===== src/rtl/iq_pack_pkg.sv =====
// Shared constants, state encoding and helpers for the I/Q sample packer.
package iq_pack_pkg;

  localparam logic [15:0] HDR_MAGIC     = 16'hA55A;
  localparam int          HDR_MAGIC_LSB = 48;
  localparam int          HDR_FRAME_LSB = 32;
  localparam int          HDR_OVF_LSB   = 16;
  localparam int          HDR_SKEW_BIT  = 0;
  localparam int          CNT_W         = 16;

  typedef enum logic [1:0] {
    IDLE   = 2'd0,
    HDR    = 2'd1,
    STREAM = 2'd2
  } state_t;

  // Frame header: magic, frame number, drop count, zero pad, sticky skew flag.
  function automatic logic [63:0] buildHeader(input logic [CNT_W-1:0] frame,
                                              input logic [CNT_W-1:0] ovf,
                                              input logic             skew);
    logic [63:0] hdr;
    hdr = '0;
    hdr[HDR_MAGIC_LSB +: 16]    = HDR_MAGIC;
    hdr[HDR_FRAME_LSB +: CNT_W] = frame;
    hdr[HDR_OVF_LSB +: CNT_W]   = ovf;
    hdr[HDR_SKEW_BIT]           = skew;
    return hdr;
  endfunction

  function automatic logic [CNT_W-1:0] satInc(input logic [CNT_W-1:0] v);
    return (v == '1) ? v : v + CNT_W'(1);
  endfunction

endpackage


===== src/rtl/iq_pair_aligner.sv =====
// Pairs independent I and Q strobes through one-entry hold registers with a
// shared skew timer; a half-pair older than SKEW_MAX cycles is discarded.
module iq_pair_aligner
  import iq_pack_pkg::*;
#(
  parameter int DATA_W   = 32,
  parameter int SKEW_MAX = 8
) (
  input  logic                  clk,
  input  logic                  arstn,
  input  logic                  i_active,
  input  logic                  i_clrErr,
  input  logic [DATA_W-1:0]     i_iData,
  input  logic                  i_iValid,
  input  logic [DATA_W-1:0]     i_qData,
  input  logic                  i_qValid,
  output logic                  o_pairValid,
  output logic [2*DATA_W-1:0]   o_pairData,
  output logic                  o_skewErr
);

  localparam int               AGE_W    = $clog2(SKEW_MAX + 1);
  localparam logic [AGE_W-1:0] AGE_LAST = AGE_W'(SKEW_MAX - 1);

  logic [DATA_W-1:0] r_iHold;
  logic [DATA_W-1:0] r_qHold;
  logic              r_iFull;
  logic              r_qFull;
  logic [AGE_W-1:0]  r_age;
  logic              r_skewErr;

  logic              w_pair;
  logic              w_overwrite;
  logic              w_timeout;
  logic [DATA_W-1:0] w_iSel;
  logic [DATA_W-1:0] w_qSel;

  // A fresh strobe always wins over the held copy of the same channel.
  always_comb begin
    w_iSel      = i_iValid ? i_iData : r_iHold;
    w_qSel      = i_qValid ? i_qData : r_qHold;
    w_pair      = i_active & (i_iValid | r_iFull) & (i_qValid | r_qFull);
    w_overwrite = i_active & ((i_iValid & r_iFull) | (i_qValid & r_qFull));
    w_timeout   = i_active & ~i_iValid & ~i_qValid & (r_iFull | r_qFull) &
                  (r_age == AGE_LAST);
  end

  assign o_pairValid = w_pair;
  assign o_pairData  = {w_iSel, w_qSel};
  assign o_skewErr   = r_skewErr;

  always_ff @(posedge clk or negedge arstn) begin
    if (!arstn) begin
      r_iHold   <= '0;
      r_qHold   <= '0;
      r_iFull   <= 1'b0;
      r_qFull   <= 1'b0;
      r_age     <= '0;
      r_skewErr <= 1'b0;
    end else begin
      if (i_clrErr) begin
        r_skewErr <= 1'b0;
      end else if (w_overwrite | w_timeout) begin
        r_skewErr <= 1'b1;
      end

      if (!i_active || w_pair || w_timeout) begin
        r_iFull <= 1'b0;
        r_qFull <= 1'b0;
        r_age   <= '0;
      end else begin
        if (i_iValid) begin
          r_iFull <= 1'b1;
          r_iHold <= i_iData;
        end
        if (i_qValid) begin
          r_qFull <= 1'b1;
          r_qHold <= i_qData;
        end
        if (i_iValid | i_qValid) begin
          r_age <= '0;
        end else if (r_iFull | r_qFull) begin
          r_age <= r_age + AGE_W'(1);
        end
      end
    end
  end

endmodule


===== src/rtl/iq_sample_packer.sv =====
// Frames aligned I/Q pairs into 64-bit FIFO words behind a header per block.
// Optional build macro IQ_PACK_TESTPAT_EN adds tp_en and a ramp test pattern.
module iq_sample_packer
  import iq_pack_pkg::*;
#(
  parameter int DATA_W      = 32,
  parameter int WRCNT_W     = 11,
  parameter int FULL_THRESH = 2040,
  parameter int BLOCKSIZE   = 1024,
  parameter int SKEW_MAX    = 8
) (
  input  logic                clk,
  input  logic                arstn,
  input  logic                enable,
  input  logic [DATA_W-1:0]   i_data,
  input  logic                i_valid,
  input  logic [DATA_W-1:0]   q_data,
  input  logic                q_valid,
`ifdef IQ_PACK_TESTPAT_EN
  input  logic                tp_en,
`endif
  input  logic [WRCNT_W-1:0]  fifo_wrcnt,
  output logic [2*DATA_W-1:0] fifo_data,
  output logic                fifo_we,
  output logic [CNT_W-1:0]    frame_cnt,
  output logic [CNT_W-1:0]    overflow_cnt,
  output logic                skew_err,
  output logic                busy
);

  localparam int                 PCNT_W    = $clog2(BLOCKSIZE + 1);
  localparam logic [PCNT_W-1:0]  PAIR_LAST = PCNT_W'(BLOCKSIZE - 1);
  localparam logic [WRCNT_W-1:0] THRESH    = WRCNT_W'(FULL_THRESH);

  state_t              r_state;
  logic                r_enPrev;
  logic                r_pendValid;
  logic [2*DATA_W-1:0] r_pend;
  logic [PCNT_W-1:0]   r_pairCnt;
  logic [CNT_W-1:0]    r_frameCnt;
  logic [CNT_W-1:0]    r_ovfCnt;
  logic [2*DATA_W-1:0] r_fifoData;
  logic                r_fifoWe;

  logic                w_enRise;
  logic                w_run;
  logic                w_space;
  logic                w_pairValid;
  logic [2*DATA_W-1:0] w_pairData;
  logic                w_skewErr;
  logic                w_pairWr;
  logic [2*DATA_W-1:0] w_rawData;
  logic [2*DATA_W-1:0] w_wrData;
  logic [2*DATA_W-1:0] w_hdr;

  assign w_enRise  = enable & ~r_enPrev;
  assign w_run     = enable & (r_state != IDLE);
  assign w_space   = fifo_wrcnt < THRESH;
  assign w_pairWr  = w_run & (r_state == STREAM) & (r_pendValid | w_pairValid) & w_space;
  assign w_rawData = r_pendValid ? r_pend : w_pairData;
  assign w_hdr     = (2*DATA_W)'(buildHeader(r_frameCnt, r_ovfCnt, w_skewErr));

  iq_pair_aligner #(
    .DATA_W   (DATA_W),
    .SKEW_MAX (SKEW_MAX)
  ) u_aligner (
    .clk         (clk),
    .arstn       (arstn),
    .i_active    (w_run),
    .i_clrErr    (w_enRise),
    .i_iData     (i_data),
    .i_iValid    (i_valid),
    .i_qData     (q_data),
    .i_qValid    (q_valid),
    .o_pairValid (w_pairValid),
    .o_pairData  (w_pairData),
    .o_skewErr   (w_skewErr)
  );

`ifdef IQ_PACK_TESTPAT_EN
  logic [DATA_W-1:0] r_ramp;

  always_ff @(posedge clk or negedge arstn) begin
    if (!arstn) begin
      r_ramp <= '0;
    end else if (w_enRise) begin
      r_ramp <= '0;
    end else if (w_pairWr) begin
      r_ramp <= r_ramp + DATA_W'(1);
    end
  end

  assign w_wrData = tp_en ? {r_ramp, ~r_ramp} : w_rawData;
`else
  assign w_wrData = w_rawData;
`endif

  // The pending register only fills when a pair collides with a header write
  // or with an older pending pair being drained in the same cycle.
  always_ff @(posedge clk or negedge arstn) begin
    if (!arstn) begin
      r_state     <= IDLE;
      r_enPrev    <= 1'b0;
      r_pendValid <= 1'b0;
      r_pend      <= '0;
      r_pairCnt   <= '0;
      r_frameCnt  <= '0;
      r_ovfCnt    <= '0;
      r_fifoData  <= '0;
      r_fifoWe    <= 1'b0;
    end else begin
      r_enPrev <= enable;
      r_fifoWe <= 1'b0;
      if (!enable) begin
        r_state     <= IDLE;
        r_pendValid <= 1'b0;
        r_pairCnt   <= '0;
      end else begin
        case (r_state)
          IDLE: begin
            if (w_enRise) begin
              r_state   <= HDR;
              r_pairCnt <= '0;
            end
          end
          HDR: begin
            if (w_space) begin
              r_fifoWe   <= 1'b1;
              r_fifoData <= w_hdr;
              r_frameCnt <= r_frameCnt + CNT_W'(1);
              r_state    <= STREAM;
              if (w_pairValid) begin
                if (r_pendValid) begin
                  r_ovfCnt <= satInc(r_ovfCnt);
                end else begin
                  r_pendValid <= 1'b1;
                  r_pend      <= w_pairData;
                end
              end
            end else if (w_pairValid) begin
              r_ovfCnt <= satInc(r_ovfCnt);
            end
          end
          STREAM: begin
            if (w_pairWr) begin
              r_fifoWe   <= 1'b1;
              r_fifoData <= w_wrData;
              if (r_pairCnt == PAIR_LAST) begin
                r_pairCnt <= '0;
                r_state   <= HDR;
              end else begin
                r_pairCnt <= r_pairCnt + PCNT_W'(1);
              end
            end else if (r_pendValid | w_pairValid) begin
              r_ovfCnt <= satInc(r_ovfCnt);
            end
            if (r_pendValid & w_pairValid) begin
              r_pend <= w_pairData;
            end
            r_pendValid <= r_pendValid & w_pairValid;
          end
          default: r_state <= IDLE;
        endcase
      end
    end
  end

  assign fifo_data    = r_fifoData;
  assign fifo_we      = r_fifoWe;
  assign frame_cnt    = r_frameCnt;
  assign overflow_cnt = r_ovfCnt;
  assign skew_err     = w_skewErr;
  assign busy         = (r_state != IDLE);

endmodule

===== config.mk =====
export PLATFORM = sky130hd
export DESIGN_NAME = iq_sample_packer
export DESIGN_NICKNAME = d
export VERILOG_FILES = /design/src/rtl/iq_pack_pkg.sv /design/src/rtl/iq_pair_aligner.sv /design/src/rtl/iq_sample_packer.sv
export SDC_FILE = /design/constraint.sdc
export NUM_CORES = 1
export LEC_CHECK = 0
export CORE_MARGIN = 5
export CORE_UTILIZATION = 30
export CTS_BUF_LIST = sky130_fd_sc_hd__clkbuf_8
export DETAILED_ROUTE_END_ITERATION = 6
export SYNTH_ARGS = -nofsm -noshare
export SYNTH_HDL_FRONTEND = slang
export SYNTH_SLANG_ARGS = --single-unit

===== constraint.sdc =====
create_clock -name clk -period 6.68 [get_ports clk]
set_input_delay 1.336 -clock clk [delete_from_list [all_inputs] [get_ports clk]]
set_output_delay 1.336 -clock clk [all_outputs]
set_load 0.01 [all_outputs]

==> results of run 1 <==
-- kinds of logic after synthesis --
logic type,after synthesis
fa+ha+maj,8
simple gates,336
compound gates,278
buf+inv,83
mux,131
flops,247
xor+xnor,34
-- path summary, 6_finish.rpt --
kind | from | depth (start not counted) | slack (ns) | endpoint
setup / recovery | enable | 7 | 2.58 | fifo_data[53]$_DFFE_PN0P_
hold / removal | fifo_data[52]$_DFFE_PN0P_ | 1 | 0.47 | fifo_data[52]$_DFFE_PN0P_
setup reg to reg | r_state[0]$_DFFE_PN0P_ | 9 | 2.84 | r_pend[51]$_DFFE_PN0P_
hold reg to reg | fifo_data[52]$_DFFE_PN0P_ | 1 | 0.47 | fifo_data[52]$_DFFE_PN0P_
max in group asynchronous | arstn | 2 | 4.43 | u_aligner.r_iHold[22]$_DFFE_PN0P_
min in group asynchronous | arstn | 1 | 0.73 | u_aligner.r_iHold[20]$_DFFE_PN0P_
-- power by group through the flow --
stage | combinational (W) | sequential [W] | clock, W
4_1_cts | 0.00144 | 0.00227 | 0.00153
3_5_place_dp | 0.00144 | 0.00229 | 0
3_3_place_gp | 0.00141 | 0.00227 | 0
6_report | 0.00141 | 0.00226 | 0.00146
5_1_grt | 0.00161 | 0.00233 | 0.00158
2_1_floorplan | 0.000809 | 0.00229 | 0
-- cells in the final DEF, fill, tap and decap left out, types with 3 or more instances in the layout --
cell                                n
sky130_fd_sc_hd__ha_1               7
sky130_fd_sc_hd__a21oi_1           14
sky130_fd_sc_hd__nor2b_1            3
sky130_fd_sc_hd__nor4_1             3
sky130_fd_sc_hd__mux2i_1           97
sky130_fd_sc_hd__buf_4              9
sky130_fd_sc_hd__xnor2_1           24
sky130_fd_sc_hd__a21o_1             8
sky130_fd_sc_hd__clkdlybuf4s50_1  172
sky130_fd_sc_hd__clkinv_2           5
sky130_fd_sc_hd__a31oi_1            4
sky130_fd_sc_hd__clkinvlp_4         3
sky130_fd_sc_hd__xor2_1            10
sky130_fd_sc_hd__o31ai_1            8
sky130_fd_sc_hd__dfrtp_1          246
sky130_fd_sc_hd__nand2_1          241
sky130_fd_sc_hd__nor2_1            31
sky130_fd_sc_hd__nand4_1           11
sky130_fd_sc_hd__inv_1             27
sky130_fd_sc_hd__or3_1              5
sky130_fd_sc_hd__o211ai_1          25
sky130_fd_sc_hd__mux2_2            34
sky130_fd_sc_hd__and3_1            10
sky130_fd_sc_hd__clkbuf_8          53
sky130_fd_sc_hd__o21ai_0          206
sky130_fd_sc_hd__nor3_1             4
sky130_fd_sc_hd__nand3_1           16
-- through the flow --
step | setup slack, ns | utilization | hold WS [ns] | cells
final | 2.585 | 0.3883 | 0.4732 | 1778
after global routing | 2.284 | 0.3883 | 0.4910 | 1778
after CTS | 2.602 | 0.3883 | 0.4797 | 1778
after detailed placement | 1.936 | 0.3638 | 0.4665 | 1698
after global placement | 2.011 | 0.3638 | 0.4583 | 1698
after floorplan | 3.866 | - | 0.4446 | 1117
-- layer usage --
| layer | up-vias | global-route usage | share of wire |
|---|---|---|---|
| met5 | - | 0 | 0.00037 |
| met4 | 2 | 0.05709 | 0.033 |
| met3 | 67 | 0.03578 | 0.052 |
| met2 | 184 | 0.2303 | 0.46 |
| met1 | 4130 | 0.1905 | 0.45 |
| li1 | 4203 | - | - |
-- state kept, by name (all words and copies together) (netlist names), 2 cells and up --
register,cells
overflow_cnt,16
r_pend,64
frame_cnt,16
r_state,2
r_pairCnt,11
u_aligner.r_qHold,32
u_aligner.r_iHold,32
u_aligner.r_age,4
fifo_data,64
-- area by class of cell --
| type | instances | area share |
|---|---|---|
| Sequential cell | 247 | 0.4328 |
| Clock buffer | 53 | 0.05106 |
| Multi-Input combinational cell | 787 | 0.3319 |
| Inverter | 11 | 0.002890 |
| Clock inverter | 27 | 0.01200 |
| Tap cell | 468 | 0.04099 |
| Timing Repair Buffer | 185 | 0.1284 |
==> impl.org, run 1 <==
** Run status
- The run finished with clean final reports.

** Yosys
- Number of instances in the synthesized netlist :: 1117
- For this run, the number of Yosys warnings is 0.
- Sorting the synthesized cells by how often they occur yields 247 x sky130_fd_sc_hd__dfrtp_1, 242 x sky130_fd_sc_hd__nand2_1, 206 x sky130_fd_sc_hd__o21ai_0.
- Of the total synthesized cell area, the portion taken by full adders, half adders and majority gates is 0.008926.
- Cell area after synthesis :: 11210 um2
- Measured against the total synthesized area, the mux share comes to 0.1207.
- Main flop type after synthesis :: sky130_fd_sc_hd__dfrtp_1
- Compound-cell area share of the yosys netlist :: 0.1371
- The number of different library cells used by synthesis comes to 42.
- For this run, asynchronously set or reset flops after synthesis account for 1.000.
- Synthesized area divided by synthesized cell count :: 10.04 um2
- Post-synth EDFFs :: 0
- Counting every net in the synthesized netlist gives 1205.
- Of the total synthesized cell area, the portion taken by XOR and XNOR cells is 0.02655.
- Leading area contributor after synthesis :: sky130_fd_sc_hd__dfrtp_1
- The synthesized design contains 247 register bits.
- Sequential fraction of the synthesis area :: 0.5512
- Top-count cell post-synth :: sky130_fd_sc_hd__dfrtp_1
- After synthesis, the largest family of logic cells by area is compound AO/OA/AOI/OAI gates.
- Ranked by total cell area, the synthesized netlist is headed by sky130_fd_sc_hd__dfrtp_1 55%, sky130_fd_sc_hd__o21ai_0 9.2%, sky130_fd_sc_hd__mux2i_1 8.7%.
- The share of synthesized area in the top cell type comes to 0.5512.
- Post-Synth Simple-Gate Area :: 0.1259

** Worst setup path
- On the critical path, the stage with the largest delay is an instance of sky130_fd_sc_hd__clkdlybuf4s50_1.
- STA classifies the critical path endpoint as a register.
- The largest single stage delay on the critical path is 0.84 ns.
- The cell family contributing the most delay on the critical path is buffers and inverters.
- Sort of element at the start of the critical path :: input port
- Critical path buffer and inverter count :: 2
- Along the worst path, the maximum fanout reaches 77.
- At the worst endpoint, the required time is 7.11 ns.
- Arrival time at the worst endpoint :: 4.52 ns
- Among the stages of the critical path, the cell type that occurs most often is sky130_fd_sc_hd__nand2_1.
- Walking the worst path, the cells encountered are clkdlybuf4s50_1 > nand2_1 > o32ai_1 > nand3_4 > buf_4 > nand2_1 > o21ai_0.
- The critical path is of the input port to register type.

** Hold path
- Worst Hold Class :: register to register

** Floorplanning
- The initial utilization of the core area, before any placement, comes to 0.3049.
- Core region area :: 36790 um2
- Row generation in the floorplan step produced 70 rows.
- The floorplan step defined a die boundary enclosing 41350 um2.
- The die is 203.3 um tall.
- Pin placement for this block handled 179 I/O pins.
- Die Span X :: 203.3 um

** Timing
- The worst pin sits at a relative slew slack of 0.3040.
- The final hold violation count is 0.
- Maximum operating frequency :: 0.2442 GHz
- Setup repair after global routing left no endpoint under its margin.
- The routed design could run at a clock period as short as 4.095 ns.
- Post-route fraction of the period consumed by the critical path :: 0.6130
- Setup violations remaining at the end of the flow were counted as 0.
- Adding up every negative setup slack in the final design gives 0 ns.
- For the pin with the worst max-slew slack, the measured transition is 1.043 ns.
- The total count of max-transition violations in the final report came to 0.
- The clock arrives with 0.02337 ns of skew.

** Final layout
- Area added between synthesis and finish :: 27.38%
- The final layout contains 1366 nets.
- Fraction of layout cells with a size suffix above 1 :: 0.09237
- The layout has 3617 filler cells.
- The repair_antennas step left the layout with diodes totalling 0.
- The finished cells cover 14290 um2.
- The multi-input combinational cells in the finished layout cover a total of 4741 um2.
- Sequential cell area :: 6182 um2

** CTS
- The clock tree synthesis step divided the H-tree into 2 levels.
- Post-CTS Setup Repair Bufs :: 0
- The longest clock path from root to sink contains 3 buffers.
- Buffers inserted during clock tree synthesis total 46.
- The tree built by TritonCTS fans out to 247 sinks.
- Clock root buffer :: sky130_fd_sc_hd__clkbuf_8
- CTS tree :: built
- Number of cells upsized or downsized after cts :: 0
- Hold repair after CTS inserted 0 buffers.
- Clock-pin slew on the worst setup and hold paths :: 0.06 ns
- The later pin in the worst-skew pair is clocked with a latency of 0.58 ns.

** GRT
- Maximum number of pins on one net before global-route repair :: 93
- The initial antenna violation count was 1.
- Total congestion overflow :: 0
- Aggregate global-route resource usage :: 0.1447
- Global-route wire length before repair :: 48.25 mm
- The via count of the first global-routing pass is 8831.

** Pwr
- Highest ir drop seen on vdd :: 0.0001867 V
- Internal power contribution :: 0.003457 W
- Total power density per cell area :: 359.2 nW/um2
- The share of total power dissipated in combinational logic is 0.275.
- Of the total power, the share spent switching nets is 0.3263.
- Static Leak :: 6.253 nW
- Total power draw :: 0.005131 W
- Fraction of power consumed by the clock network :: 0.284
- Summed over all nets, the switching power comes to 0.001674 W.
- Sequential share of power :: 0.441

** Drt
- Number of DRC markers in iteration 0 :: 336
- Count of unresolved DRC violations after routing :: 0
- Number of vias per cell :: 4.829
- Vias after detailed routing :: 8586
- The final layout contains routed wiring with a total length of 29.96 mm.
- The pre-antenna-repair detailed-routing pass consisted of 4 iterations.
- Wirelength per Cell :: 16.85 um
- Count of antenna-violating nets left after detailed routing :: 0

** Place
- After legalization and detailed placement, the total HPWL measured 18.50 mm.
- Routability congestion estimate from global placement :: 0.7456
- Port Buf Inserts :: 175
- The placed instances occupy a cell area of 13380 um2.

** Job
- The tool flagged a number of max-cap violations equal to 0.
No activity file was read; power rests on OpenSTA's default activity.
==> run 2, diff against run 1 <==
Clock period 6.68 ns to 3.61 ns, I/O delays scaled along.
==> impl.org, run 2 (synthesized netlist as in run 1, its figures left out) <==
** Place
- Post-detail-place hpwl :: 19.38 mm (+4.8%)
- The count of port buffers added during placement was 175 (unchanged).
- Routability congestion estimate from global placement :: 0.7836 (+5.1%)
- Pre-CTS worst setup slack :: 0.5609 ns (-1.376 ns)

** Final layout
- Diode count :: 0 (unchanged)
- The top cell types in the final layout, fill and taps aside, are 246 x sky130_fd_sc_hd__dfrtp_1, 241 x sky130_fd_sc_hd__nand2_1, 206 x sky130_fd_sc_hd__o21ai_0.
- The final-stage net count came to 1377 (+0.81%).
- Core occupancy in the finished layout :: 0.3935 (+0.005136)
- Most common cell after layout, fill and taps aside :: sky130_fd_sc_hd__dfrtp_1
- The ratio of cells with drive above 1 in the final layout was 0.1058 (+0.01345).
- The number of fill cells in the layout is 3632 (+0.41%).
- Area added between synthesis and finish :: 29.06%

** Drt
- The per-cell routed wire length is 16.48 um (-2.2%).
- The number of nets with antenna violations after routing was 0 (unchanged).
- Wire length after detailed routing :: 29.51 mm (-1.5%)
- The post-detailed-route via-to-cell ratio was 4.767 (-1.3%).
- Router iterations before antenna repair :: 4 (unchanged)
- Number of DRC markers in iteration 0 :: 304 (-9.5%)
- Count of unresolved DRC violations after routing :: 0 (unchanged)
- Vias after detailed routing :: 8537 (-0.57%)

** CTS
- The post-CTS setup repair buffer count is 0 (unchanged).
- The number of buffers created by CTS was 45 (-2.2%).
- Insertion delay of the later-clocked pin in the worst-skew pair :: 0.56 ns (-0.02 ns)
- CTS tree :: built
- Number of buffers inserted by hold repair at cts :: 0 (unchanged)
- Clock-pin slew on the worst setup and hold paths :: 0.05 ns (about the same)
- The total number of H-tree levels was 2 (unchanged).
- The number of sinks on the clock net was 247 (unchanged).
- The buffer depth of the longest clock path came to 3 (unchanged).
- Number of cells upsized or downsized after cts :: 0 (unchanged)
- In this run the clock root is driven by a sky130_fd_sc_hd__clkbuf_8.

** Pwr
- Fraction of power consumed by the clock network :: 0.285 (about the same)
- Switching part of the total :: 0.3228 (-0.003484)
- The total chip power was 0.009578 W (+87%).
- Sequential share of power :: 0.439 (-0.002)
- The total power per unit cell area is 661.7 nW/um2 (+84%).
- Switching Power :: 0.003092 W (+85%)
- Static Leak :: 6.337 nW (+1.3%)
- The cell-internal power came to 0.006486 W (+88%).
- The worst supply voltage drop on vdd is 0.0003567 V (+91%).
- Comb pwr share :: 0.276 (about the same)

** Timing
- Shortest period the worst path allows :: 2.860 ns
- The least setup slack across all paths after layout came to 0.7498 ns (-1.835 ns).
- The number of setup violations in the final report is 0 (unchanged).
- The setup skew after layout came to 0.01739 ns (-0.005972 ns).
- Post-route fraction of the period consumed by the critical path :: 0.7923
- Setup repair after global routing left no endpoint under its margin.
- The sum of negative setup slack was 0 ns (unchanged).
- The actual slew at the worst max-slew pin came to 0.9075 ns (-0.1350 ns).
- The post-route worst hold slack came to 0.1020 ns (-0.3712 ns).
- Max transition margin :: 0.3950 (+0.09102)
- Maximum operating frequency :: 0.3496 GHz
- The final hold violation count came to 0 (unchanged).
- Max Transition Viols Final :: 0 (unchanged)

** Floorplanning
- The initial standard-cell utilization of the core came to 0.3049 (unchanged).
- Number of top-level pins :: 179 (unchanged)
- Overall die height :: 203.3 um (unchanged)
- The die area came to 41350 um2 (unchanged).
- The row count was 70 (unchanged).
- Core region area :: 36790 um2 (unchanged)
- Die Span X :: 203.3 um (unchanged)

** Worst setup path
- The critical-path maximum fanout is 7 (-91%).
- The signal on the critical path passes through inv_1 > ha_1 > inv_1 > clkdlybuf4s50_1.
- The critical path in this run is classified as register to output pin.
- The buffers plus inverters on the worst setup path was 3 (+1).
- STA classifies the critical path endpoint as an output pin.
- The critical path data arrival time is 2.14 ns (-2.38 ns).
- Number of cells on the worst reg-to-reg path :: 7 (-2)
- The startpoint identified for the worst register-to-register timing path is r_state[1]$_DFFE_PN0P_.
- Counting stages on the worst path, the most repeated cell is sky130_fd_sc_hd__inv_1.
- The data required time of the critical path was 2.89 ns (-4.22 ns).
- Cell class contributing the biggest share of worst-path delay :: buffers and inverters
- The worst register-to-register path ends at u_aligner.r_iHold[10]$_DFFE_PN0P_.
- Max stage delay on crit path :: 0.60 ns (-0.24 ns)
- The worst setup path is launched from a register.
- The slowest stage of the critical path is the sky130_fd_sc_hd__clkdlybuf4s50_1 cell.
- The worst-case register-to-register setup slack came to 1.02 ns (-1.82 ns).

** Job
- The max-cap violation count is 0 (unchanged).

** GRT
- The via count of the first global-routing pass came to 8733 (-1.1%).
- The first-pass GRT wire length came to 47.98 mm (-0.56%).
- The initial antenna violation count came to 1 (unchanged).
- The global-route usage over all layers was 0.1424 (-0.002240).
- The largest net degree at the start of global routing is 79 (-15%).
- Total congestion overflow :: 0 (unchanged)

** Hold path
- Worst Hold Class :: input port to asynchronous set/reset pin

** Run status
- The run finished with clean final reports.
[run 2: cell types whose count changed in the layout (fill, tap and decap cells not counted), sizes merged]
cell and delta:
clkinv -2, bufinv -2, clkbuf +9, buf +12
inv -4
[run 2: final cells by class]
cell class | count | area [um2] | area share
clock buffer | 62 | 853.3 | 0.05896
inverter | 11 | 41.29 | 0.002853
tap | 468 | 585.6 | 0.04046
timing repair buffer | 197 | 1974 | 0.1364
clock inverter | 19 | 96.34 | 0.006656
multi-input combinational | 787 | 4741 | 0.3275
sequential | 247 | 6182 | 0.4271
[run 2: worst max-delay path by stage]
stage | start | slack (ns) | end | cells past startpoint
6_report | r_state[1]$_DFFE_PN0P_ | 0.75 | busy | 4
5_1_grt | r_state[1]$_DFFE_PN0P_ | 0.67 | busy | 4
4_1_cts | r_state[1]$_DFFE_PN0P_ | 0.71 | busy | 4
3_5_place_dp | fifo_wrcnt[4] | 0.56 | overflow_cnt[11]$_DFFE_PN0P_ | 7
3_3_place_gp | fifo_wrcnt[4] | 0.59 | overflow_cnt[11]$_DFFE_PN0P_ | 7
2_1_floorplan | fifo_wrcnt[4] | 1.41 | overflow_cnt[11]$_DFFE_PN0P_ | 7
[run 2: per-layer routing]
| layer | part of all wire | GRT usage | vias to the layer above |
|---|---|---|---|
| li1 | - | - | 4225 |
| met1 | 0.46 | 0.1923 | 4065 |
| met2 | 0.46 | 0.2296 | 195 |
| met3 | 0.055 | 0.03419 | 52 |
| met4 | 0.022 | 0.04071 | 0 |
| met5 | 0 | 0 | - |
[run 2: power groups by stage]
stage | registers [W] | logic (W) | clock network (W)
CTS | 0.00421 | 0.00270 | 0.00287
detailed placement | 0.00425 | 0.00270 | 0
global route | 0.00433 | 0.00301 | 0.00297
finish | 0.00420 | 0.00265 | 0.00273
floorplan | 0.00423 | 0.00150 | 0
global placement | 0.00421 | 0.00263 | 0
[run 2: per-stage QoR]
| step | cells | area (um2) |
|---|---|---|
| after floorplan | 1117 | 11210 |
| after global placement | 1710 | 13520 |
| after detailed placement | 1710 | 13520 |
| after CTS | 1791 | 14470 |
| after global routing | 1791 | 14470 |
| final | 1791 | 14470 |
